## src/rtl/rvv_backend_alu_rs.sv

```systemverilog
// ALU reservation station: an in-order circular FIFO between dispatch and the
// ALU execution unit. Up to PUSH_N uops enter per cycle. The oldest uop is
// presented on uop_valid/uop_data, and the ALU consumes it with pop_rs.
// A one-cycle flush discards every entry.

module rvv_backend_alu_rs #(
  parameter int DEPTH  = 8,
  parameter int DATA_W = 256,
  parameter int PUSH_N = 2
) (
  input  logic                         clk,
  input  logic                         rst,
  input  logic [PUSH_N-1:0]            push_valid,
  input  logic [PUSH_N*DATA_W-1:0]     push_data,
  output logic [PUSH_N-1:0]            push_ready,
  output logic                         uop_valid,
  output logic [DATA_W-1:0]            uop_data,
  input  logic                         pop_rs,
  input  logic                         flush,
  output logic [$clog2(DEPTH):0]       entry_count,
  output logic                         full
);

  localparam int PW = $clog2(DEPTH);
  localparam int CW = PW + 1;

  logic [DATA_W-1:0] mem_q [DEPTH];
  logic [PW-1:0]     rd_q, rd_d;
  logic [PW-1:0]     wr_q, wr_d;
  logic [CW-1:0]     count_q, count_d;
  logic [CW-1:0]     free_s;
  logic [PUSH_N-1:0] accept_s;
  logic [CW-1:0]     n_push_s;
  logic              do_pop_s;

  // Free space is based on the registered count only. This keeps the
  // late-arriving pop_rs out of the push_ready timing path.
  assign free_s = CW'(DEPTH) - count_q;

  for (genvar g = 0; g < PUSH_N; g++) begin : g_ready
    assign push_ready[g] = (free_s > CW'(g));
  end

  assign accept_s  = push_valid & push_ready;
  assign do_pop_s  = pop_rs & uop_valid;

  // Head outputs come straight from state, so there is no push-to-head bypass.
  assign uop_valid   = (count_q != {CW{1'b0}});
  assign uop_data    = mem_q[rd_q];
  assign entry_count = count_q;
  assign full        = (count_q == CW'(DEPTH));

  // Count the accepted push lanes for this cycle.
  always_comb begin
    n_push_s = {CW{1'b0}};
    for (int i = 0; i < PUSH_N; i++) begin
      if (accept_s[i]) begin
        n_push_s = n_push_s + CW'(1);
      end else begin
        n_push_s = n_push_s;
      end
    end
  end

  // Next-state pointers and occupancy. Flush overrides any push or pop.
  always_comb begin
    rd_d    = rd_q;
    wr_d    = wr_q;
    count_d = count_q;
    if (flush) begin
      rd_d    = {PW{1'b0}};
      wr_d    = {PW{1'b0}};
      count_d = {CW{1'b0}};
    end else begin
      rd_d    = rd_q + {{(PW-1){1'b0}}, do_pop_s};
      wr_d    = wr_q + n_push_s[PW-1:0];
      count_d = count_q + n_push_s - {{PW{1'b0}}, do_pop_s};
    end
  end

  // Pointer and occupancy registers.
  always_ff @(posedge clk or posedge rst) begin
    if (rst) begin
      rd_q    <= {PW{1'b0}};
      wr_q    <= {PW{1'b0}};
      count_q <= {CW{1'b0}};
    end else begin
      rd_q    <= rd_d;
      wr_q    <= wr_d;
      count_q <= count_d;
    end
  end

  // Entry storage. It has no reset. Lane i lands at wr_ptr+i.
  always_ff @(posedge clk) begin
    for (int i = 0; i < PUSH_N; i++) begin
      if (!flush && accept_s[i]) begin
        mem_q[wr_q + PW'(i)] <= push_data[i*DATA_W +: DATA_W];
      end
    end
  end

  rvv_backend_alu_rs_chk #(
    .DEPTH  (DEPTH),
    .PUSH_N (PUSH_N)
  ) u_chk (
    .clk        (clk),
    .rst        (rst),
    .push_valid (push_valid),
    .pop_rs     (pop_rs),
    .uop_valid  (uop_valid),
    .rd_ptr     (rd_q),
    .wr_ptr     (wr_q),
    .count      (count_q)
  );

endmodule

// Protocol and consistency checks for the reservation station.
module rvv_backend_alu_rs_chk #(
  parameter int DEPTH  = 8,
  parameter int PUSH_N = 2
) (
  input logic                    clk,
  input logic                    rst,
  input logic [PUSH_N-1:0]       push_valid,
  input logic                    pop_rs,
  input logic                    uop_valid,
  input logic [$clog2(DEPTH)-1:0] rd_ptr,
  input logic [$clog2(DEPTH)-1:0] wr_ptr,
  input logic [$clog2(DEPTH):0]   count
);

  localparam int PW = $clog2(DEPTH);

  // Push lanes must be contiguous from lane 0, so push_valid must have the form 0..01..1.
  a_contig: assert property (@(posedge clk) disable iff (rst)
    ((push_valid & (push_valid + PUSH_N'(1))) == {PUSH_N{1'b0}}))
    else $error("rs: non-contiguous push_valid %b", push_valid);

  // A pop against an empty station is ignored by the design. It is only reported here.
  a_pop_empty: assert property (@(posedge clk) disable iff (rst)
    !(pop_rs && !uop_valid))
    else $warning("rs: pop_rs while empty ignored");

  // Occupancy matches the pointer distance. At full, the pointers are equal and the distance is 0 mod DEPTH.
  a_count: assert property (@(posedge clk) disable iff (rst)
    ((wr_ptr - rd_ptr) == count[PW-1:0]) && (count <= (PW+1)'(DEPTH)))
    else $error("rs: count %0d inconsistent with pointers", count);

endmodule

```

## config.mk

```make
export PLATFORM = sky130hd
export DESIGN_NAME = rvv_backend_alu_rs
export DESIGN_NICKNAME = d
export VERILOG_FILES = /design/src/rtl/rvv_backend_alu_rs.sv
export SDC_FILE = /design/constraint.sdc
export NUM_CORES = 2
export LEC_CHECK = 0
export BUFFER_PORTS_ARGS = -buffer_cell sky130_fd_sc_hd__buf_2
export CORE_ASPECT_RATIO = 1.1
export CORE_MARGIN = 1
export CORE_UTILIZATION = 53
export DETAILED_ROUTE_END_ITERATION = 6
export HOLD_SLACK_MARGIN = 0.12
export MAX_ROUTING_LAYER = met4
export PLACE_DENSITY_LB_ADDON = 0.25
export SLEW_MARGIN = 5
export SYNTH_ARGS = -nofsm -noshare
export SYNTH_HDL_FRONTEND = slang
export SYNTH_SLANG_ARGS = --single-unit
```

## constraint.sdc

```tcl
create_clock -name clk -period 28.5 [get_ports clk]
set_input_delay 1.425 -clock clk [delete_from_list [all_inputs] [get_ports clk]]
set_output_delay 1.425 -clock clk [all_outputs]
set_load 0.005 [all_outputs]
```

==> flow_metrics.env <==
export IMPL_die_area_um2=194300
export IMPL_grt_pass1_wl_mm=400.6
export IMPL_avgSynthCellArea_um2=19.15
export IMPL_yosys_warnings=0
export IMPL_p_seq_frac=0.434
export IMPL_place_congestion=0.8127
export IMPL_worst_pin_slew_ns=1.137
export IMPL_cts_buffers_inserted=212
export IMPL_relSlewSlack=0.2423
export IMPL_cts_hold_buf=0
export IMPL_overflow=0
export IMPL_skew_ns=0.02899
export IMPL_power_frac_clock=0.289
export IMPL_setup_viol=0
export IMPL_dr_pass1_iters=5
export IMPL_hpwl_mm=158.8
export IMPL_yosysUniqueCellTypes=37
export IMPL_nNetsFinal=6588
export IMPL_die_y_um=462.2
export IMPL_wl_per_cell_um=31.10
export IMPL_synthAdderAreaFrac=0.001864
export IMPL_rsz0062_at_grt="no"
export IMPL_min_period_ns=7.642
export IMPL_finalSetupTns_ns=0
export IMPL_vias_per_cell=6.278
export IMPL_nFillCells=14120
export IMPL_synthesis_instances=5327
export IMPL_antenna_found_initial=168
export IMPL_drc=0
export IMPL_drive_gt1_frac=0.4839
export IMPL_drtIter0Drc=4850
export IMPL_io_buffers=781
export IMPL_ir_worst_vdd_mv=0.07432
export IMPL_post_cts_setup_buffers=0
export IMPL_synth_top_area_frac=0.6027
export IMPL_cts_htree_levels=4
export IMPL_synth_xor_area_frac=0.0005028
export IMPL_clk_insertion_delay_late_ns=0.88
export IMPL_switching_share=0.2912
export IMPL_ctsRootBufferMaster="clkbuf_16"
export IMPL_chipWidth_um=420.3
export IMPL_area_growth_pct=12.59
export IMPL_synthFlopType="edfxtp_1"
export IMPL_ys_ff_latch=2058
export IMPL_criticalPathCategory="reg -> out"
export IMPL_synthArstFlopShare=0.004859
export IMPL_post_cts_resized=0
export IMPL_grt_pass1_vias=58230
export IMPL_clk_pin_slew_ns=0.06
export IMPL_synth_mux_area_frac=0.3674
export IMPL_arrival_ns=6.22
export IMPL_slew_viol_final=0
export IMPL_cp_max_fo=47
export IMPL_post_route_period_util=0.2682
export IMPL_p_int_mw=6.435
export IMPL_drtAntennaViolNets=0
export IMPL_synthTopCellsByArea="edfxtp_1 60%, mux2_2 15%, mux4_2 11%, mux2_1 11%, buf_4 0.98%"
export IMPL_synth_simple_area_share=0.002710
export IMPL_maxCapViolCount=0
export IMPL_synth_edff_count=2048
export IMPL_vias=56120
export IMPL_clk_path_buf_depth=3
export IMPL_num_io_pins=782
export IMPL_synth_compound_area_frac=0.0005641
export IMPL_globalRouteTotalUtil=0.2925
export IMPL_min_path_type="in -> async"
export IMPL_p_per_area_nw_per_um2=79.04
export IMPL_routed_wl_mm=278.0
export IMPL_yosysSeqAreaShare=0.6052
export IMPL_cp_end_kind="primary output"
export IMPL_status="complete, no violations"
export IMPL_synth_top_family_by_area="multiplexers"
export IMPL_initial_core_util=0.5346
export IMPL_combPwrFrac=0.277
export IMPL_netlist_area_um2=102000
export IMPL_grt_max_degree=135
export IMPL_max_freq_mhz=130.8
export IMPL_synthesis_nets=5859
export IMPL_hold_viol_final=0
export IMPL_power_leakage_nw=38.05
export IMPL_start_kind="register"
export IMPL_crit_required_ns=27.07
export IMPL_p_switching_mw=2.644
export IMPL_cts_sinks=2058
export IMPL_yosys_area_top_type="edfxtp_1"
export IMPL_cts_tree="built"
export IMPL_coreArea_um2=190900
export IMPL_rows=168
export IMPL_power_mw=9.080
-- placed cells by master, fill, tap and decap left out, types with 3 or more instances in the layout --
master     count
dfrtp_4        3
ha_1          12
clkbuf_1      65
mux2_2      1333
buf_2        781
bufinv_16      7
nand4_4        4
nand4_1        4
mux2_1       972
buf_4         95
o21ai_4        6
nand2_1        3
clkinv_1      58
edfxtp_1    2048
nor2b_1        6
diode_2      161
nor2_1         7
dfrtp_1        7
clkinv_16      4
clkinv_8       5
clkinv_2      29
and2_1         4
mux4_2       512
xnor2_1        3
clkbuf_16    214
inv_1         12
buf_12        12
-- worst max-delay path, stage by stage, from the launching register on --
cell and delay [ns]:
dfrtp_4 0.84, buf_4 0.80, buf_4 0.78, buf_4 0.81
buf_4 0.89, mux4_2 0.61, mux2_2 0.34, buf_2 0.15
-- state kept, by name, summed over array words and instances, names as in the netlist --
signal and cells:
wr_q 3, mem_q 2048, entry_count 4, rd_q 3
-- routing by layer --
layer,track usage,up-vias,wire length [um]
li1,-,23740,-
met3,0.07595,445,25050
met1,0.3732,29640,111500
met4,0.09958,0,8967
met5,-,-,0
met2,0.4553,2295,132600
-- cell usage after synthesis (2+ instances only) --
cell type,number
dfrtp_1,10
and2_1,4
buf_6,16
nand4_2,3
inv_1,12
o31ai_1,2
buf_4,133
nor2b_1,6
nor2_1,7
o21ai_0,6
buf_2,124
xnor2_1,3
clkbuf_1,74
fa_1,2
ha_1,12
mux2_2,1333
nand4b_1,2
nand2_1,3
mux4_2,512
edfxtp_1,2048
nand4_1,4
buf_1,25
mux2_1,972
-- final cells by class --
class,instances,area [um2],share of cell area
inverters,12,45.04,0.0003921
multi-input cells,2884,38180,0.3324
repair buffers,888,4862,0.04233
diodes,161,402.9,0.003507
clock inverters,107,830.8,0.007232
clock buffers,279,5599,0.04874
well taps,2550,3191,0.02777
flip-flops and latches,2058,61760,0.5376
-- stage by stage --
stage                 util  cell area, um2  hold WS, ns  instances  worst slack [ns]
CTS                 0.5998          114500       0.4728       8778             20.53
global placement    0.5661          108000       0.6808       8392             21.54
detailed placement  0.5661          108000       0.6774       8392             21.50
finish              0.6019          114900       0.5503       8939             20.86
global route        0.6014          114800       0.5640       8905             20.28
floorplan                -          102000       0.5833       5327             6.990
-- final timing paths --
path | from | end | slack (ns) | depth (start not counted)
worst max-delay path | rd_q[0]$_DFF_PP0_ | uop_data[182] | 20.86 | 7
worst min-delay path | rst | entry_count[1]$_DFF_PP0_ | 0.55 | 2
worst max register to register | entry_count[3]$_DFF_PP0_ | mem_q[2][183]$_DFFE_PP_ | 22.71 | 7
worst min register to register | wr_q[2]$_DFF_PP0_ | wr_q[2]$_DFF_PP0_ | 0.71 | 2
max in group asynchronous | rst | rd_q[0]$_DFF_PP0_ | 27.61 | 2
min in group clk | wr_q[2]$_DFF_PP0_ | wr_q[2]$_DFF_PP0_ | 0.71 | 2
-- power groups by stage --
stage	clock (mW)	sequential [mW]	combinational [mW]
4_1_cts	2.66	3.94	2.54
3_3_place_gp	0	3.99	2.50
3_5_place_dp	0	4.01	2.53
6_report	2.62	3.94	2.52
2_1_floorplan	0	4.31	1.63
5_1_grt	2.77	3.97	2.67
-- cell families (layout without fill, tap and decap cells) --
group	Yosys count	count (layout)
adders and majority gates	14	14
and+or+nand+nor	38	38
xor gates and xnor gates	5	5
muxes	2817	2817
buffers and inverters	385	1286
AOI/OAI and AO/OA	10	10
DFF	2058	2058
other	0	161
No activity file was read; power rests on OpenSTA's default activity.
